==> src/rtl/countdown_timer.sv <==
// countdown_timer: loadable 1 Hz seconds countdown with start/pause, done pulse and MM:SS display scan
module countdown_timer #(
  parameter int TICK_CYCLES = 100000000,
  parameter int SCAN_DELAY  = 20000,
  parameter int MAX_SECONDS = 5999
) (
  input  logic        clk,
  input  logic        reset,
  input  logic        load,
  input  logic [12:0] load_seconds,
  input  logic        start,
  input  logic        pause,
  output logic [12:0] remaining,
  output logic        running,
  output logic        done,
  output logic [7:0]  tub_segments,
  output logic [3:0]  tub_select
);
  localparam int PW = TICK_CYCLES > 1 ? $clog2(TICK_CYCLES) : 1;
  localparam int SW = SCAN_DELAY > 1 ? $clog2(SCAN_DELAY) : 1;
  localparam logic [PW-1:0] TICK_MAX = PW'(TICK_CYCLES - 1);
  localparam logic [SW-1:0] SCAN_MAX = SW'(SCAN_DELAY - 1);
  localparam logic [12:0]   MAX_S    = 13'(MAX_SECONDS);

  typedef enum logic [1:0] {S_IDLE, S_RUN, S_PAUSED, S_EXPIRED} state_t;

  state_t          r_state;
  logic [12:0]     r_remaining;
  logic [PW-1:0]   r_presc;
  logic            r_done;
  logic [SW-1:0]   r_scan;
  logic [1:0]      r_idx;
  logic [7:0]      r_seg;
  logic [3:0]      r_sel;

  logic            w_wrap;
  logic [6:0]      w_min;
  logic [5:0]      w_sec;
  logic [3:0]      w_digit;

  assign w_wrap       = r_presc == TICK_MAX;
  assign w_min        = 7'(r_remaining / 13'd60);
  assign w_sec        = 6'(r_remaining % 13'd60);
  assign w_digit      = r_idx == 2'd0 ? 4'(w_min / 7'd10) :
                        r_idx == 2'd1 ? 4'(w_min % 7'd10) :
                        r_idx == 2'd2 ? 4'(w_sec / 6'd10) : 4'(w_sec % 6'd10);
  assign remaining    = r_remaining;
  assign running      = r_state == S_RUN;
  assign done         = r_done;
  assign tub_segments = r_seg;
  assign tub_select   = r_sel;

  function automatic logic [7:0] seg_code(input logic [3:0] d);
    case (d)
      4'd0:    seg_code = 8'hFC;
      4'd1:    seg_code = 8'h60;
      4'd2:    seg_code = 8'hDA;
      4'd3:    seg_code = 8'hF2;
      4'd4:    seg_code = 8'h66;
      4'd5:    seg_code = 8'hB6;
      4'd6:    seg_code = 8'hBE;
      4'd7:    seg_code = 8'hE0;
      4'd8:    seg_code = 8'hFE;
      4'd9:    seg_code = 8'hE6;
      default: seg_code = 8'h00;
    endcase
  endfunction

  // Countdown FSM: load beats everything, pause beats start in RUN, a pause on the wrap edge holds the prescaler at its top value
  always_ff @(posedge clk) begin
    r_done <= 1'b0;
    if (reset) begin
      r_state     <= S_IDLE;
      r_remaining <= '0;
      r_presc     <= '0;
    end else if (load) begin
      r_state     <= S_IDLE;
      r_remaining <= load_seconds > MAX_S ? MAX_S : load_seconds;
      r_presc     <= '0;
    end else if (r_state == S_RUN) begin
      if (pause) begin
        r_state <= S_PAUSED;
        r_presc <= w_wrap ? r_presc : r_presc + PW'(1);
      end else if (w_wrap) begin
        r_presc <= '0;
        if (r_remaining != 13'd0) r_remaining <= r_remaining - 13'd1;
        if (r_remaining == 13'd1) begin
          r_state <= S_EXPIRED;
          r_done  <= 1'b1;
        end
      end else begin
        r_presc <= r_presc + PW'(1);
      end
    end else if (start && r_remaining != 13'd0 && (r_state == S_IDLE || r_state == S_PAUSED)) begin
      r_state <= S_RUN;
    end
  end

  // Display scan: on each scan wrap latch the current digit, then advance the index
  always_ff @(posedge clk) begin
    if (reset) begin
      r_scan <= '0;
      r_idx  <= '0;
      r_seg  <= 8'h00;
      r_sel  <= 4'b0000;
    end else if (r_scan == SCAN_MAX) begin
      r_scan <= '0;
      r_idx  <= r_idx + 2'd1;
      r_seg  <= seg_code(w_digit);
      r_sel  <= 4'b1000 >> r_idx;
    end else begin
      r_scan <= r_scan + SW'(1);
    end
  end
endmodule

==> config.mk <==
export PLATFORM = sky130hd
export DESIGN_NAME = countdown_timer
export DESIGN_NICKNAME = d
export VERILOG_FILES = /design/src/rtl/countdown_timer.sv
export SDC_FILE = /design/constraint.sdc
export NUM_CORES = 1
export LEC_CHECK = 0
export BUFFER_PORTS_ARGS = -buffer_cell sky130_fd_sc_hd__buf_2
export CAP_MARGIN = 20
export CORE_ASPECT_RATIO = 1.2
export CORE_UTILIZATION = 61
export CTS_CLUSTER_SIZE = 20
export DETAILED_ROUTE_END_ITERATION = 6
export GPL_ROUTABILITY_DRIVEN = 1
export PLACE_DENSITY = 0.85
export RECOVER_POWER = 25
export SLEW_MARGIN = 10
export SYNTH_ARGS = -nofsm -noshare
export SYNTH_HDL_FRONTEND = slang
export SYNTH_SLANG_ARGS = --single-unit
export TNS_END_PERCENT = 100
==> constraint.sdc <==
create_clock -name clk -period 10.3 [get_ports clk]
set_clock_uncertainty 0.2 [all_clocks]
set_input_delay 2.06 -clock clk [delete_from_list [all_inputs] [get_ports clk]]
set_output_delay 2.06 -clock clk [all_outputs]
set_load 0.05 [all_outputs]
[Word level (Yosys, flattened, before mapping)]
Memories as Yosys holds them, arrays and structs flattened. A register that Yosys moved wholly into a read port is not among the register bits.
Cells that the tools add are included.
W data, S select, Z words.
Word-level totals
  output and inout port bits: 27
  logic and storage cells: 68
  bits in registers: 72
  bits of input ports: 18
  memories kept: 1
  ROM bits: 112
Memory list
  (name not given): depth 16, bits a word 7, read ports 1, clocked after Yosys merged registers in 1, wr ports 0, RTL line 54  | case (d)
Operators by class
  divide/modulo/power cells: 6
  bitwise logic cells: 2
  multiplexer cells: 18
  reduce and logical (&&, ||, !) cells: 16
  shift operators: 1
  equal/unequal tests: 11
  $lt $le $gt $ge: 1
  add/sub/neg operators: 4
Operators by type and width (count)
  $mux W27: 3
  $mux W13: 6
  $add A27 B1 Y27 const B: 1
  $eq A27 B27 Y1 const B: 1
  $add A15 B1 Y15 const B: 1
  $eq A15 B15 Y1 const B: 1
  $div A13 B6 Y13 const B: 1
  $eq A13 B1 Y1 const B: 1
  $gt A13 B13 Y1 const B: 1
  $mod A13 B6 Y13 const B: 1
  $reduce_bool A13 Y1: 1
  $sub A13 B1 Y13 const B: 1
  $mux W4: 3
  $mux W2: 5
  $reduce_bool A2 Y1: 4
  $div A7 B4 Y7 const B: 1
  $mod A7 B4 Y7 const B: 1
  $div A6 B4 Y6 const B: 1
  $mod A6 B4 Y6 const B: 1
  $ne A3 B2 Y1 const B: 2
  $reduce_or A5 Y1: 1
  $eq A2 B1 Y1 const B: 2
  $eq A2 B2 Y1 const B: 2
  $logic_not A2 Y1: 2
  11 further kinds: 15

[Depth between registers and ports, before layout]
  depth after elaboration: 6
  gate-level depth with buffers: 33
  mapped depth without buffers: 32

[Least setup slack after synthesis]
No wires, ideal clock.
  path kind: register to register
  start: register r_remaining[9] (netlist: remaining[9])
  end: register r_seg[3] (netlist: tub_segments[3])
  cell stages (with the launch flop): 33
  library setup time: 0.062 ns
  arrival: 6.275 ns
  period minus slack after synthesis: 6.538 ns
  path slack: 3.762 ns
  path buffers: 1
  data required time: 10.038 ns
  cell sequence: dfxtp_1 -> buf_4 -> nand2_2 -> and3_1 -> o21a_2 -> a21oi_1 -> inv_1 -> ha_1 -> nor2b_1 -> nor2_1 -> xnor2_1 -> inv_1 -> ha_1 -> o21ai_0 -> nand2_1 -> xnor2_1 -> o21ai_1 -> ha_1 -> inv_1 -> a31oi_1 -> a2bb2oi_2 -> xnor2_1 -> ha_1 -> o31ai_1 -> a211oi_1 -> o21a_1 -> xor2_1 -> o221ai_1 -> inv_1 -> ha_1 -> nand2_1 -> or4_1 -> nand3_1
Between the ends
  longest elaborated chain between the ends: 5
  elaborated cells between the ends (all ways): 9
  those cells by class: div (6); mux (3)
Ends and longest elaborated chain
  start, declared: RTL line 28  | logic [12:0] r_remaining;
  start signal, assigned: RTL line 78  | r_remaining <= load_seconds > MAX_S ? MAX_S : load_seconds;
  start signal, assigned: RTL line 86  | if (r_remaining != 13'd0) r_remaining <= r_remaining - 13'd1;
  parallel branches: the longest is 4 deep, another holds $div A13 B6 Y13
  $mux W4 *: RTL line 44  | assign w_digit = r_idx == 2'd0 ? 4'(w_min / 7'd10) :
  end, declared: RTL line 33  | logic [7:0] r_seg;
Every way passes the cells marked *.
A chain may end at the register's enable or synchronous reset.

[Final worst setup path]
  start: register r_remaining[12] (netlist: remaining[12])
  end: register r_seg[6] (netlist: tub_segments[6])
The elaborated chain is that of the path after synthesis.

==> results.txt <==
The region available for standard cell placement spans 9180 sq um. OpenSTA, run right after detailed placement, puts the worst setup slack at 2.74 ns. Max-cap violations in this run came to 0. On the worst path, the slowest cell contributes a delay of 0.81 ns. The run gives 0.36 ns as the clock latency at the later pin of the worst-skew pair. The total of hold buffers inserted after clock tree synthesis was 0. Row generation in the floorplan step produced 38 rows. The flow ran to the end, but the final reports show violations. The count of nets left with antenna violations once routing finished came out at 0. Ratio of routed vias to standard cells: 6.42. In the post-synthesis netlist, the biggest area contributors are sky130_fd_sc_hd__dfxtp_1 (24%), sky130_fd_sc_hd__nor2_1 (6.6%), sky130_fd_sc_hd__ha_1 (5.1%), sky130_fd_sc_hd__nand2_1 (4.4%), sky130_fd_sc_hd__a21oi_1 (4.2%). After detailed routing, the average wire length per cell comes to 16.2 microns. The minimum clock period after layout works out to 7.71 ns. VDD sags by at most 122 uV. The Yosys step of the flow raised 0 warnings. For the number of global-route vias before repair, the log shows 5,610. The tools report the starting DRC count in detailed routing as 436. The number of enable flip-flop cells after synthesis was 0.

For the worst setup path, the data arrival time is 7.76 ns. From synthesis to final layout, the design area changed by 6.45%. The clock net in this run drives a total of 71 sinks. The first global-routing pass estimated 25.0 mm of wire. The startpoint type of the worst setup path is a flip-flop. The count of buffers added on input and output ports is 43.

In the post-synthesis netlist, the cell with the most instances is sky130_fd_sc_hd__nor2_1. The cell area that synthesis handed to floorplanning was 5870 sq um. Among cell families on the critical path, the largest total delay comes from compound AO/OA/AOI/OAI gates. The die covers 10,000 sq um.

The logs give 328 uW for the net switching power and 0.00236 uW for the standby leakage power. The largest total area in the synthesized netlist belongs to sky130_fd_sc_hd__dfxtp_1. Number of cells on the worst hold path: 1.

The final critical-path share of the clock period works out to 0.749. The tools report the number of antenna violations at the first check in global routing as 0. After technology mapping, the gate count stands at 769. The part of the power in combinational logic is 0.395, and the net count of the mapped netlist is 811.

The transition time of the tightest slew-check pin works out to 1.27 ns. The checks that failed: design-rule violations. In the synthesized netlist, the cells that appear most often are sky130_fd_sc_hd__nor2_1 (104), sky130_fd_sc_hd__dfxtp_1 (71), sky130_fd_sc_hd__nand2_1 (69). Averaged over all synthesized cells, the footprint is 7.64 sq um. The die is 91.6 microns wide. Setup violations remaining at the end of the flow were counted as 0. The portion of total power attributed to the clock network was 0.254.

In this run the number of cells on the critical path is 31. The placed wire-length estimate was 10.9 mm. Data on the critical path is required at its endpoint by 10.35 ns. For this block, the routed nets add up to 14.8 mm of wire. In this run, distinct cell masters in the synthesized netlist total 99. Clock tree synthesis selected as its root buffer the cell sky130_fd_sc_hd__clkbuf_8.

Based on the critical path, the design can be clocked at up to 0.130 GHz. Cell internal power was estimated by the tool at 513 uW. The proportion of netlist area held by the largest area contributor is 0.242.

The number of buffers and inverters on the critical path is 4. The global placer's final weighted congestion came out at 0.898. The run gives 0.306 as the overall global routing resource usage.

Flop and latch count out of synthesis: 71. The largest fanout on the critical path came out at 19. Number of detailed-routing iterations run before antenna repair: 7.

TritonCTS built the clock tree. The tightest min-delay check is of the reg2reg type. The max-slew headroom at the worst pin was 0.153; the cell count of the worst reg-to-reg path was 31. The switching power share of the total is 0.390. The share of synthesized flip-flops with an asynchronous set or reset came out at 0. For the number of nets in the layout, the log shows 834. The worst setup path is captured at a flip-flop.

Standard cell area after detailed placement: 6070 sq um. The sequential cell fraction of total power was 0.351. The worst-case setup margin in the final layout is 2.59 ns. Setup repair after global routing left no endpoint under its margin. The run gives 0 as the count of endpoints failing hold in the final timing report.

Entering global routing, the biggest net connects 30 pins. Critical path's slowest cell: sky130_fd_sc_hd__dfxtp_1. After clock tree synthesis, the repair step resized 0 gates. By instance count, the cell type seen most on the critical path is sky130_fd_sc_hd__ha_1. In this run the power density over the cells is 134 nW/um^2. 45 I/O pins were placed. In this run the vertical extent of the chip is 110 microns.

The logs give 0.242 for the sequential element share of the synthesized area and 2 for the number of buffers on the longest clock path. The worst setup path is of the reg2reg kind. The final global-route overflow total was 0; the number of buffers inserted during clock tree synthesis was 9.

The detailed-route DRC error count came out at 2. The fraction of layout instances using a drive strength above 1 was 0.145; the final instance area was 6250 sq um. For the CTS H-tree depth, the log shows 3. The setup check on the worst reg-to-reg path leaves a slack of 2.59 ns. In the final timing run, aggregate negative setup slack is 0 ns.

The max-slew violation total from the final report is 0, and the initial cell density of the core is 0.640. Post-CTS timing repair inserted 0 buffers for setup. The routed layout has 5,869 vias.

The clock transition at the register clock pins on the worst setup and hold paths after CTS came out at 0.08 ns. The most used flip-flop cell after synthesis was sky130_fd_sc_hd__dfxtp_1.
## logic make-up after synthesis
logic type | after synthesis | share of synthesized area
mux | 18 | 0.0328
flops | 71 | 0.242
compound gates | 210 | 0.275
other cells | 1 | 0.000638
fa+ha+maj | 25 | 0.0530
buf+inv | 62 | 0.0492
xor+xnor | 34 | 0.0532
simple gates | 348 | 0.294
## through the flow
stage / hold slack [ns] / utilization / total power (uW) / cells
detailed placement: 0.267 / 0.662 / 626 / 900
finish: 0.273 / 0.681 / 841 / 914
global placement: 0.243 / 0.662 / 620 / 900
global route: 0.311 / 0.681 / 884 / 913
CTS: 0.283 / 0.681 / 838 / 912
floorplan: 0.230 / - / 564 / 769
## registers in the layout, summed over array words and instances, names as in the netlist
register and count:
r_presc 27, r_scan 15, remaining 13, tub_segments 7, tub_select 4, r_idx 2
r_state 2, done 1
## routing by layer
metal | part of all wire | global-route usage | vias up
met4 | 0.028 | 0.150 | 0
met2 | 0.51 | 0.562 | 187
met3 | 0.044 | 0.0470 | 46
li1 | - | - | 2878
met5 | 0 | 0 | -
met1 | 0.42 | 0.345 | 2758
## power by group through the flow
stage / clock network [uW] / logic, uW / registers (uW)
after floorplan: 0 / 261 / 303
after global placement: 0 / 320 / 301
after detailed placement: 0 / 325 / 301
after CTS: 216 / 327 / 295
after global routing: 225 / 363 / 297
final: 214 / 332 / 295
## final timing paths
| path | startpoint | to |
|---|---|---|
| worst max-delay path | remaining[12] | tub_segments[6] |
| worst min-delay path | r_scan[0] | r_scan[0] |
| worst max register to register | remaining[12] | tub_segments[6] |
| worst min register to register | r_scan[0] | r_scan[0] |
## layout make-up
cell class                      instances  area [sq um]
Multi-Input combinational cell        636          4170
Fill cell                             797          2920
Sequential cell                        71          1420
Timing Repair Buffer                   45           229
Tap cell                              120           150
Clock buffer                           10           138
Inverter                               29           109
Clock inverter                          2          35.0
Antenna cell                            1          2.50
## layout by cell type, fill, tap and decap left out, drive strengths merged, types with 5 or more instances in the layout
master,netlist,layout
and2,15,15
nor2b,7,7
inv,29,29
xnor2,14,14
nor2,104,104
buf,12,44
a21oi,50,50
o22ai,7,7
a31o,5,5
ha,24,24
xor2,20,20
nor3,27,27
nand2,72,72
a31oi,14,14
o21ai,34,34
o211ai,8,8
or3,7,7
and3,16,16
nand3,41,41
mux2i,11,11
or4,5,5
a211oi,17,17
a311oi,6,6
nand2b,7,7
o21a,9,9
nand4,14,14
clkbuf,21,11
nor4,6,6
or2,12,12
dfxtp,71,71
mux2,7,7
Power figures use the tool's default switching activity.
